[config.mk]
export PLATFORM = sky130hd
export DESIGN_NAME = order_frame_tx_flat
export DESIGN_NICKNAME = d
export VERILOG_FILES = /design/src/rtl/order_frame_tx_if.sv /design/src/rtl/order_frame_tx.sv /design/src/flat_wrapper.sv
export SDC_FILE = /design/constraint.sdc
export NUM_CORES = 1
export LEC_CHECK = 0
export CAP_MARGIN = 20
export CORE_UTILIZATION = 62
export CTS_CLUSTER_DIAMETER = 100
export CTS_CLUSTER_SIZE = 10
export DETAILED_ROUTE_END_ITERATION = 10
export GPL_ROUTABILITY_DRIVEN = 0
export GPL_TIMING_DRIVEN = 0
export PLACE_DENSITY = 0.84
export SYNTH_ARGS = -nofsm -noshare
export SYNTH_HDL_FRONTEND = slang
export SYNTH_SLANG_ARGS = --single-unit
[constraint.sdc]
create_clock -name clk -period 5.5 [get_ports clk]
set_input_delay 1.1 -clock clk [delete_from_list [all_inputs] [get_ports clk]]
set_output_delay 1.1 -clock clk [all_outputs]
set_load 0.01 [all_outputs]
[src/rtl/order_frame_tx_if.sv]
// Byte-wide order frame stream with a valid/ready handshake.
// tx_last marks the sixth and final byte of each frame.
interface order_frame_tx_if;
  logic [7:0] tx_data;
  logic       tx_valid;
  logic       tx_ready;
  logic       tx_last;

  modport master (
    output tx_data,
    output tx_valid,
    output tx_last,
    input  tx_ready
  );

  modport slave (
    input  tx_data,
    input  tx_valid,
    input  tx_last,
    output tx_ready
  );
endinterface

[src/rtl/order_frame_tx.sv]
// Queues buy/sell decisions and serialises each one as a 6-byte order frame.
// Frame: A5, side, seq, price hi, price lo, XOR of bytes 1..4.
module order_frame_tx #(
  parameter int data_width = 16,
  parameter int FIFO_DEPTH = 4
) (
  input  logic                  clk,
  input  logic                  rst,
  input  logic                  data_valid_in,
  input  logic                  buy_in,
  input  logic                  sell_in,
  input  logic [data_width-1:0] price_in,
  order_frame_tx_if.master      tx,
  output logic                  busy,
  output logic [7:0]            drop_count,
  output logic [7:0]            conflict_count
);

  localparam int AW = $clog2(FIFO_DEPTH);

  typedef struct packed {
    logic [7:0]  side;
    logic [15:0] price;
  } order_t;

  typedef enum logic {IDLE, SEND} state_t;

  order_t        mem [FIFO_DEPTH];
  logic [AW-1:0] wr_ptr;
  logic [AW-1:0] rd_ptr;
  logic [AW:0]   count;

  state_t     state;
  logic [2:0] byte_idx;
  logic [7:0] seq;
  logic [7:0] cur_seq;
  order_t     cur;

  logic   empty;
  logic   full;
  logic   conflict;
  logic   accept;
  logic   push;
  logic   hs;
  logic   pop;
  order_t in_order;

  assign empty    = (count == '0);
  assign full     = (count == (AW+1)'(FIFO_DEPTH));
  assign conflict = data_valid_in & buy_in & sell_in;
  assign accept   = data_valid_in & (buy_in ^ sell_in);
  assign push     = accept & ~full;
  assign hs       = tx.tx_valid & tx.tx_ready;
  assign in_order = {buy_in ? 8'h42 : 8'h53, 16'(price_in)};
  assign busy     = (state == SEND) | ~empty;

  // Pop happens exactly when a new frame is loaded into the frame register.
  assign pop = ~empty &
               ((state == IDLE) | (hs & (byte_idx == 3'd5)));

  function automatic logic [7:0] frame_byte(
    logic [2:0] idx,
    order_t     o,
    logic [7:0] s
  );
    logic [7:0] r;
    unique case (idx)
      3'd0:    r = 8'hA5;
      3'd1:    r = o.side;
      3'd2:    r = s;
      3'd3:    r = o.price[15:8];
      3'd4:    r = o.price[7:0];
      default: r = o.side ^ s ^ o.price[15:8] ^ o.price[7:0];
    endcase
    return r;
  endfunction

  always_ff @(posedge clk) begin
    if (push) mem[wr_ptr] <= in_order;
  end

  always_ff @(posedge clk) begin
    if (rst) begin
      wr_ptr         <= '0;
      rd_ptr         <= '0;
      count          <= '0;
      state          <= IDLE;
      byte_idx       <= '0;
      seq            <= '0;
      cur_seq        <= '0;
      cur            <= '0;
      tx.tx_data     <= '0;
      tx.tx_valid    <= 1'b0;
      tx.tx_last     <= 1'b0;
      drop_count     <= '0;
      conflict_count <= '0;
    end else begin
      if (push) wr_ptr <= wr_ptr + 1'b1;
      if (pop)  rd_ptr <= rd_ptr + 1'b1;
      count <= count + (AW+1)'(push) - (AW+1)'(pop);

      if (accept & full & (drop_count != 8'hFF))
        drop_count <= drop_count + 8'd1;
      if (conflict & (conflict_count != 8'hFF))
        conflict_count <= conflict_count + 8'd1;

      if (pop) begin
        cur         <= mem[rd_ptr];
        cur_seq     <= seq;
        seq         <= seq + 8'd1;
        byte_idx    <= '0;
        state       <= SEND;
        tx.tx_data  <= 8'hA5;
        tx.tx_valid <= 1'b1;
        tx.tx_last  <= 1'b0;
      end else if ((state == SEND) & hs) begin
        if (byte_idx == 3'd5) begin
          state       <= IDLE;
          tx.tx_valid <= 1'b0;
          tx.tx_last  <= 1'b0;
        end else begin
          byte_idx   <= byte_idx + 3'd1;
          tx.tx_data <= frame_byte(byte_idx + 3'd1, cur, cur_seq);
          tx.tx_last <= (byte_idx == 3'd4);
        end
      end
    end
  end

endmodule

[src/flat_wrapper.sv]
// flat-port wrapper written by rule: the top's interface ports become plain ports
module order_frame_tx_flat 
#(
  parameter int data_width = 16,
  parameter int FIFO_DEPTH = 4
)
  (clk, rst, data_valid_in, buy_in, sell_in, price_in, busy, drop_count, conflict_count, tx_tx_data, tx_tx_valid, tx_tx_last, tx_tx_ready);
  order_frame_tx_if tx_i ();
  input  logic clk;
  input  logic rst;
  input  logic data_valid_in;
  input  logic buy_in;
  input  logic sell_in;
  input  logic [data_width-1:0] price_in;
  output logic busy;
  output logic [7:0] drop_count;
  output logic [7:0] conflict_count;
  output wire logic [$bits(tx_i.tx_data)-1:0] tx_tx_data;
  output wire logic [$bits(tx_i.tx_valid)-1:0] tx_tx_valid;
  output wire logic [$bits(tx_i.tx_last)-1:0] tx_tx_last;
  input wire logic [$bits(tx_i.tx_ready)-1:0] tx_tx_ready;
  assign tx_tx_data = tx_i.tx_data;
  assign tx_tx_valid = tx_i.tx_valid;
  assign tx_tx_last = tx_i.tx_last;
  assign tx_i.tx_ready = tx_tx_ready;
  order_frame_tx #(.data_width(data_width), .FIFO_DEPTH(FIFO_DEPTH)) u_core (.clk(clk), .rst(rst), .data_valid_in(data_valid_in), .buy_in(buy_in), .sell_in(sell_in), .price_in(price_in), .tx(tx_i), .busy(busy), .drop_count(drop_count), .conflict_count(conflict_count));
endmodule
# Word-level counts from Yosys, hierarchy flattened

Memories as Yosys holds them, arrays and structs flattened. A register that Yosys moved wholly into a read port is not among the register bits.
Cells that the tools add are included.

Div/mod/pow operators: 0
Bitwise logic cells: 21
Multiplexer cells: 11
Equality and inequality tests: 10
Multiply operators: 0
Add/sub/neg operators: 8
Shift-type cells: 0
Magnitude comparators: 0
Reductions and logical operators: 8

Operators with widths:

| kind                                                                    | number |
|---|---|
| 8-bit one-hot mux with 5 select lines                                   | 1 |
| 8-bit by 1-bit adder with 8-bit output, second input constant           | 3 |
| 8-bit 2-to-1 mux                                                        | 3 |
| 8-bit bitwise XOR                                                       | 3 |
| 8-bit inequality test, second input constant                            | 2 |
| 3-bit == test, second input constant                                    | 4 |
| 1-bit bitwise AND                                                       | 11 |
| 3-bit by 2-bit == test with 1-bit output, second input constant         | 2 |
| 3-bit zero test                                                         | 2 |
| 1-bit 2-to-1 mux                                                        | 6 |
| 2-bit AND reduction                                                     | 3 |
| 5-bit 2-to-1 mux                                                        | 1 |
| 2-bit by 1-bit adder with 2-bit output, second input constant           | 2 |
| 1-bit inverter                                                          | 4 |
| 2-bit nonzero test                                                      | 2 |
| 3-bit by 1-bit adder with 3-bit output                                  | 1 |
| 3-bit by 1-bit adder with 3-bit output, second input constant           | 1 |
| 3-bit by 1-bit == test with 1-bit output, second input constant         | 1 |
| 3-bit by 1-bit subtractor with 3-bit output                             | 1 |
| 2-bit by 1-bit inequality test with 1-bit output, second input constant | 1 |
| 1-bit OR                                                                | 2 |
| 2-bit OR reduction                                                      | 1 |
| 1-bit bitwise XOR                                                       | 1 |

Memory bits (writable): 84
Logic and storage cells: 72
Latch bits: 0
Memories kept: 1
Bits in registers: 60
Bits in read-only memories: 0
Input port bits: 22

Memories:

| memory     | depth | bits a word | read ports | clocked after Yosys merged registers in | wr ports | RTL line             | source |
|---|---|---|---|---|---|---|---|
| u_core.mem | 4     | 21          | 1          | 1                                       | 1        | order_frame_tx.sv:28 | `order_t mem [FIFO_DEPTH];` |

# Logic depth before layout (Yosys ltp)

Gate-level depths: netlist of run 1.

Word-level depth: 7
Depth in mapped cells: 15
Mapped depth without buffers: 13

# Worst setup path before layout of run 1

No wires, ideal clock.

Path kind: input-to-reg
From: in tx_tx_ready
To: reg u_core.count[2]
Slack: 2.496 ns
Arrival time: 2.877 ns
Stages on the path: 13
Path buffers: 2
Cells stage by stage: nand3_4 > a21o_1 > buf_2 > inv_1 > buf_2 > ha_1 > inv_1 > ha_1 > inv_1 > fa_1 > xor2_1 > xnor2_1 > nor2_1

Longest elaborated chain between the ends: 5

RTL lines:

| what                                        | RTL line              | source |
|---|---|---|
| start: declaration                          | flat_wrapper.sv:21    | `input wire logic [$bits(tx_i.tx_ready)-1:0] tx_tx_ready;` |
| 1-bit bitwise AND                           | order_frame_tx.sv:53  | `assign hs = tx.tx_valid & tx.tx_ready;` |
| 1-bit bitwise AND                           | order_frame_tx.sv:59  | `((state == IDLE) \| (hs & (byte_idx == 3'd5)));` |
| 1-bit OR                                    | order_frame_tx.sv:59  |  |
| 1-bit bitwise AND                           | order_frame_tx.sv:58  | `assign pop = ~empty &` |
| named net u_core.pop                        | order_frame_tx.sv:45  | `logic pop;` |
| 3-bit by 1-bit subtractor with 3-bit output | order_frame_tx.sv:100 | `count <= count + (AW+1)'(push) - (AW+1)'(pop);` |
| end signal: assignment                      | order_frame_tx.sv:100 |  |
| end: declaration                            | order_frame_tx.sv:31  | `logic [AW:0] count;` |

The timed path passes the listed nets, and every way through them passes these cells.
A chain may end at the register's enable or synchronous reset.

# Worst setup path after layout of run 1

Ends and elaborated chain as after synthesis.

==> results of run 1 <==
-- worst max-delay path, stage by stage --
cell             delay [ns]
clkdlybuf4s50_1        0.57
nand3_4                0.14
a21o_1                 0.19
buf_2                  0.17
inv_1                  0.09
buf_2                  0.24
ha_1                   0.26
inv_1                  0.06
ha_1                   0.13
inv_1                  0.05
fa_1                   0.38
xor2_1                 0.16
xnor2_1                0.15
nor2_1                 0.05
-- flip-flops by register name, summed over array words and instances, names as in the netlist --
register,flops
u_core.state,1
u_core.rd_ptr,2
u_core.cur,18
u_core.tx.tx_last,1
u_core.count,3
u_core.conflict_count,8
u_core.drop_count,8
u_core.mem,68
u_core.seq,8
u_core.tx.tx_data,8
u_core.cur_seq,8
u_core.wr_ptr,2
u_core.byte_idx,3
-- routing by layer --
metal	GRT usage, %	part of all wire (%)
met4	13.7	2.4
met3	6.13	5.6
met2	49.8	52
met5	0	0
met1	35.0	40
-- kinds of logic after synthesis --
family	after synthesis	synth area share, %
flip-flops	138	58.0
XOR/XNOR	37	5.58
AO/OA/AOI/OAI	93	10.1
adder cells (fa/ha/maj)	15	3.29
buffers and inverters	39	2.80
AND/OR/NAND/NOR	162	12.9
multiplexers	22	7.33
-- area by class of cell --
class / instances / share of cell area (%)
Buffer: 26 / 1.63
Timing Repair Buffer: 48 / 6.68
Multi-Input combinational cell: 329 / 32.3
Clock inverter: 15 / 2.80
Clock buffer: 17 / 5.76
Inverter: 13 / 0.678
Sequential cell: 138 / 47.9
Tap cell: 129 / 2.24
-- cell usage in the layout (no fill, tap or decap), types with 7 or more instances in the layout --
| cell type | count |
|---|---|
| ha_1 | 14 |
| nand3_1 | 11 |
| a21oi_1 | 45 |
| a311oi_1 | 7 |
| nand2_1 | 73 |
| clkdlybuf4s50_1 | 48 |
| edfxtp_1 | 68 |
| xor2_1 | 10 |
| or4_1 | 8 |
| nor2_1 | 36 |
| buf_2 | 10 |
| o31ai_1 | 8 |
| clkbuf_1 | 12 |
| mux4_2 | 17 |
| a211oi_1 | 8 |
| dfxtp_1 | 70 |
| inv_1 | 13 |
| clkbuf_16 | 16 |
| xnor2_1 | 26 |
-- through the flow --
stage / util (%) / total power, W / setup slack, ns / area, µm² / hold slack [ns]
global placement: 71.2 / 0.00208 / 1.72 / 6580 / 0.445
detailed placement: 71.2 / 0.00212 / 1.64 / 6580 / 0.447
finish: 77.9 / 0.00332 / 2.15 / 7190 / 0.458
floorplan: - / 0.00188 / 2.50 / 5940 / 0.440
CTS: 77.9 / 0.00333 / 2.17 / 7190 / 0.457
global route: 77.9 / 0.00346 / 2.06 / 7190 / 0.488
-- worst paths after layout --
check                startpoint                 to  slack, ns  cells past startpoint
max                 tx_tx_ready    u_core.count[2]       2.15                     14
min reg2reg   u_core.tx.tx_last  u_core.tx.tx_last       0.46                      2
max reg2reg  u_core.byte_idx[0]    u_core.count[2]       2.49                     14
min           u_core.tx.tx_last  u_core.tx.tx_last       0.46                      2
-- power breakdown --
part	total (W)	internal [W]	switching, W
logic	0.000815	0.000374	0.000442
clock network	0.00120	0.000711	0.000486
registers	0.00130	0.00120	0.000108
total	0.00332	0.00228	0.00104
==> summary.md, run 1 <==
| Metric | Value |
|---|---|
| Max Slew Vio Count | `0` |
| Slew margin rel. | `around 40%` |
| H-Tree Depth | `4` |
| Row count | `35` |
| Setup-failing EPs final | `0` |
| Die width | `99.9 µm` |
| Post-Syn Instances | `506` |
| Port Buffers | `48` |
| Reg area | `3440 µm²` |
| Max cap viols | `0` |
| Worst Setup Start Kind | `primary input` |
| Total Routing Usage GR | `28.9%` |
| Post-route minimum period | `3.35 ns` |
| Pin count of the biggest net entering global routing | `18` |
| Share of layout cells above drive strength 1 | `between 10% and 20%` |
| Clk sinks | `~140` |
| Nets | `just over 600` |
| Clk_lat worst skew | `0.54 ns` |
| Synth top area cells | `edfxtp_1 34%, dfxtp_1 24%, mux4_2 6.4%, nand2_1 4.6%, xnor2_1 3.8%` |
| Worst-path clk slew | `0.07 ns` |
| Antenna Violating Nets Remaining | `0` |
| Routed vias | `4238` |
| TritonRoute pass-1 iters | `5` |
| Post-CTS Hold Buffers | `0` |
| Cell Area, Synth | `roughly 5900 µm²` |
| Post-CTS Setup Repair Bufs | `0` |
| P&R area growth vs syn | `21.2%` |
| HP Class | `reg2reg` |
| Syn Area/Cell | `11.7 µm²` |
| Post-Syn Nets | `between 500 and 600` |
| Max IR drop VDD | `0.398 mV` |
| DP Cell Count | `683` |
| Non-Filler Instances | `between 700 and 800` |
| Routed WL | `13200 µm` |
| Worst slew pin tran | `0.907 ns` |
| Synth cell types | `50` |
| Gr ovfl total | `0` |
| WP data required | `5.90 ns` |
| Worst Path Arrival | `3.75 ns` |
| Final Cycle Share | `between 60 and 70%` |
| First-pass GRT wire length | `21400 µm` |
| Final hold violation count | `0` |
| Multi-input logic area | `roughly 2300 µm²` |
| Vias in the first global route | `4239` |
| CP Capture Type | `flip-flop` |
| Area fraction of the dominant cell type after synthesis | `34.4%` |
| Pleak | `2.46 nW` |
| Post-DP HPWL | `8450 µm` |
| Post-synthesis sequential area ratio | `between 50 and 60%` |
| Largest area contributor in the netlist | `edfxtp_1` |
| Clock skew | `between 0.01 and 0.015 ns` |
| Inserted Clock Buffers | `17` |
| Outcome | `complete, no violations` |
| Die Ht | `around 100 µm` |
| Die area | `9970 µm²` |
| CTS tree | `built` |
| DRC viols | `0` |
| Max FO, Critical Path | `10` |
| Root Buffer | `clkbuf_8` |
| Fraction of registers with async set or reset after synthesis | `0%` |
| Synth Register Bits | `about 140` |
| Wire per inst | `18.5 µm` |
| Fmax achieved | `roughly 300 MHz` |
| Core area | `roughly 9200 µm²` |
| Yosys warning total | `0` |
| Commonest cells in the netlist | `73 x nand2_1, 70 x dfxtp_1, 68 x edfxtp_1` |
| FILL cells | `561` |
| Vias per cell | `between 5 and 6` |
| Post-synth EDFFs | `68` |
| Initial antenna violation count | `0` |
| Top Ports | `49` |
| Most frequent cell after synthesis | `nand2_1` |
| Antenna diode count | `0` |
| Unrepaired setup endpoints after global routing | `no` |
| Starting Density | `64.3%` |
| Final setup TNS | `0 ns` |
| Post-cts resize count | `0` |
| Ys flop type | `dfxtp_1` |
| Max Root-Sink Buffers | `2` |
| Crit Path Class | `in2reg` |
| Power Density | `461 nW/µm²` |
| Number of DRC markers in iteration 0 | `289` |
(Power assumes the default switching activity.)
==> inputs of run 2 (changes only) <==
--- a/config.mk
+++ b/config.mk
@@ -6,13 +6,13 @@
 export NUM_CORES = 1
 export LEC_CHECK = 0
 export CAP_MARGIN = 20
-export CORE_UTILIZATION = 62
+export CORE_UTILIZATION = 58
 export CTS_CLUSTER_DIAMETER = 100
 export CTS_CLUSTER_SIZE = 10
 export DETAILED_ROUTE_END_ITERATION = 10
 export GPL_ROUTABILITY_DRIVEN = 0
 export GPL_TIMING_DRIVEN = 0
-export PLACE_DENSITY = 0.84
+export PLACE_DENSITY = 0.8
 export SYNTH_ARGS = -nofsm -noshare
 export SYNTH_HDL_FRONTEND = slang
 export SYNTH_SLANG_ARGS = --single-unit
==> constraint.sdc (replaced) <==
create_clock -name clk -period 3.4 [get_ports clk]
set_input_delay 0.68 -clock clk [delete_from_list [all_inputs] [get_ports clk]]
set_output_delay 0.68 -clock clk [all_outputs]
set_load 0.01 [all_outputs]
==> run 2 against run 1 <==
  * Count of clock-buffer cells in the layout unchanged
  * Clock skew decreased by 0.0019 ns
  * First-iteration DRC count shrank 18%
  * Register-to-register slack got worse by 2.2 ns
  * Non-clock buffer count is the same
  * Largest cell class unchanged
==> summary.md, run 2 (synthesis results as in run 1) <==
| Metric | Value |
|---|---|
| Outcome | `complete, no violations` |
| WP data required | `3.80 ns` |
| HP Class | `reg2reg` |
| Post-route minimum period | `3.11 ns` |
| CP Capture Type | `flip-flop` |
| Routed met1 length | `roughly 5200 µm` |
| Max IR drop VDD | `roughly 0.44 mV` |
| Core area | `9860 µm²` |
| P&R area growth vs syn | `20.8%` |
| Commonest non-fill, non-tap cell in the layout | `nand2_1` |
| Clk sinks | `138` |
| Pleak | `2.43 nW` |
| Gr ovfl total | `0` |
| Clock skew | `0.00856 ns` |
| Final Cycle Share | `roughly 91%` |
| Nets | `610` |
| Post-DP HPWL | `8240 µm` |
| Row count | `36` |
| Post-cts resize count | `0` |
| DRC viols | `0` |
| Most frequent cells in the layout | `73 x nand2_1, 70 x dfxtp_1, 68 x edfxtp_1` |
| Fmax achieved | `322 MHz` |
| Share of layout cells above drive strength 1 | `11.8%` |
| Top Ports | `49` |
| Worst Setup Start Kind | `flip-flop` |
| Sequential share of power | `40.2%` |
| Power Density | `729 nW/µm²` |
| Inserted Clock Buffers | `17` |
| Highest Signal Layer | `met4` |
| DP Cell Count | `a little under 700` |
| Number of DRC markers in iteration 0 | `237` |
| Setup-failing EPs final | `0` |
| Area after DPL | `6580 µm²` |
| Clock share of power | `between 30% and 40%` |
| Met2 WL | `6170 µm` |
| Clk_lat worst skew | `0.52 ns` |
| Reg with most FFs | `u_core.mem` |
| Max FO, Critical Path | `10` |
| Largest regs | `u_core.mem: 68 flops, u_core.cur: 18 flops` |
| Worst-path clk slew | `0.07 ns` |
| Final hold violation count | `0` |
| Final Cell Area | `7170 µm²` |
| Vias in the first global route | `4072` |
| Die area | `roughly 11000 µm²` |
| NetSw | `approximately 0.0017 W` |
| Met3 WL | `781 µm` |
| Worst setup slack after placement | `-0.0995 ns` |
| Unrepaired setup endpoints after global routing | `no` |
| Max cap viols | `0` |
| Starting Density | `60.2%` |
| Routed vias | `~4100` |
| First-pass GRT wire length | `roughly 20000 µm` |
| Combinational share of power | `approximately a quarter` |
| Pin count of the biggest net entering global routing | `18` |
| Vias per cell | `approximately 5.7` |
| Worst slew pin tran | `0.933 ns` |
| Die width | `103 µm` |
| Initial antenna violation count | `0` |
| Max Root-Sink Buffers | `2` |
| Final worst slack | `about 0.29 ns` |
| CTS tree | `built` |
| Antenna Violating Nets Remaining | `0` |
| Root Buffer | `clkbuf_8` |
| Post-CTS Setup Repair Bufs | `0` |
| Port Buffers | `48` |
| Worst Path Arrival | `3.51 ns` |
| Max reg flops | `68` |
| Slew margin rel. | `37.8%` |
| Wire per inst | `between 15 and 20 µm` |
| Crit Path Class | `reg2reg` |
| Non-Filler Instances | `719` |
| Max Slew Vio Count | `0` |
| Routed WL | `12500 µm` |
| H-Tree Depth | `4` |
| Int Power | `about 0.0036 W` |
| Die Ht | `103 µm` |
| Switching portion of total power | `32.1%` |
| Antenna diode count | `0` |
| Total Routing Usage GR | `25.8%` |
| Post-CTS Hold Buffers | `0` |
| FILL cells | `671` |
| TritonRoute pass-1 iters | `9` |
## run 2: cell types whose count changed in the layout (fill, tap and decap cells not counted)
cell / change
clkinv_8: +2
bufinv_16: -2
clkinv_2: -1
clkinv_4: -1
clkinvlp_4: +2
## run 2: critical path, cell delays in order (launching register included)
cell,delay [ns]
dfxtp_1,0.35
inv_1,0.15
ha_1,0.35
nand3_4,0.17
a21o_1,0.20
buf_2,0.16
inv_1,0.11
buf_2,0.26
ha_1,0.27
inv_1,0.05
ha_1,0.13
inv_1,0.05
fa_1,0.37
xor2_1,0.18
xnor2_1,0.14
nor2_1,0.05
## run 2: final cells by class
class	count	area (µm²)	share of cell area (%)
Timing Repair Buffer	48	480	6.70
Multi-Input combinational cell	329	2330	32.4
Buffer	26	118	1.64
Sequential cell	138	3440	48.0
Clock inverter	15	175	2.44
Tap cell	133	166	2.32
Clock buffer	17	414	5.77
Inverter	13	48.8	0.680
## run 2: path summary, 6_finish.rpt
kind	from	to	slack, ns	cells past startpoint
setup / recovery	u_core.byte_idx[1]	u_core.count[2]	0.29	15
hold / removal	u_core.tx.tx_last	u_core.tx.tx_last	0.47	2
setup reg to reg	u_core.byte_idx[1]	u_core.count[2]	0.29	15
hold reg to reg	u_core.tx.tx_last	u_core.tx.tx_last	0.47	2
## run 2: per-layer routing
metal	vias up	track usage, %
met5	-	0
met3	20	5.44
li1	1993	-
met2	165	43.4
met4	0	14.0
met1	1931	31.2
## run 2: power groups by stage
stage          clock network (W)  registers (W)  logic [W]
2_1_floorplan                  0        0.00210   0.000946
3_3_place_gp                   0        0.00211    0.00127
3_5_place_dp                   0        0.00213    0.00129
4_1_cts                  0.00182        0.00210    0.00132
5_1_grt                  0.00190        0.00212    0.00146
6_report                 0.00181        0.00210    0.00132
## run 2: per-stage QoR
step / TNS [ns] / hold WS (ns) / power, W / utilization [%]
detailed placement: -0.0995 / 0.465 / 0.00342 / 66.7
global route: 0 / 0.501 / 0.00548 / 72.7
finish: 0 / 0.473 / 0.00523 / 72.7
global placement: -0.0328 / 0.444 / 0.00338 / 66.7
floorplan: 0 / 0.440 / 0.00304 / -
CTS: 0 / 0.476 / 0.00524 / 72.7
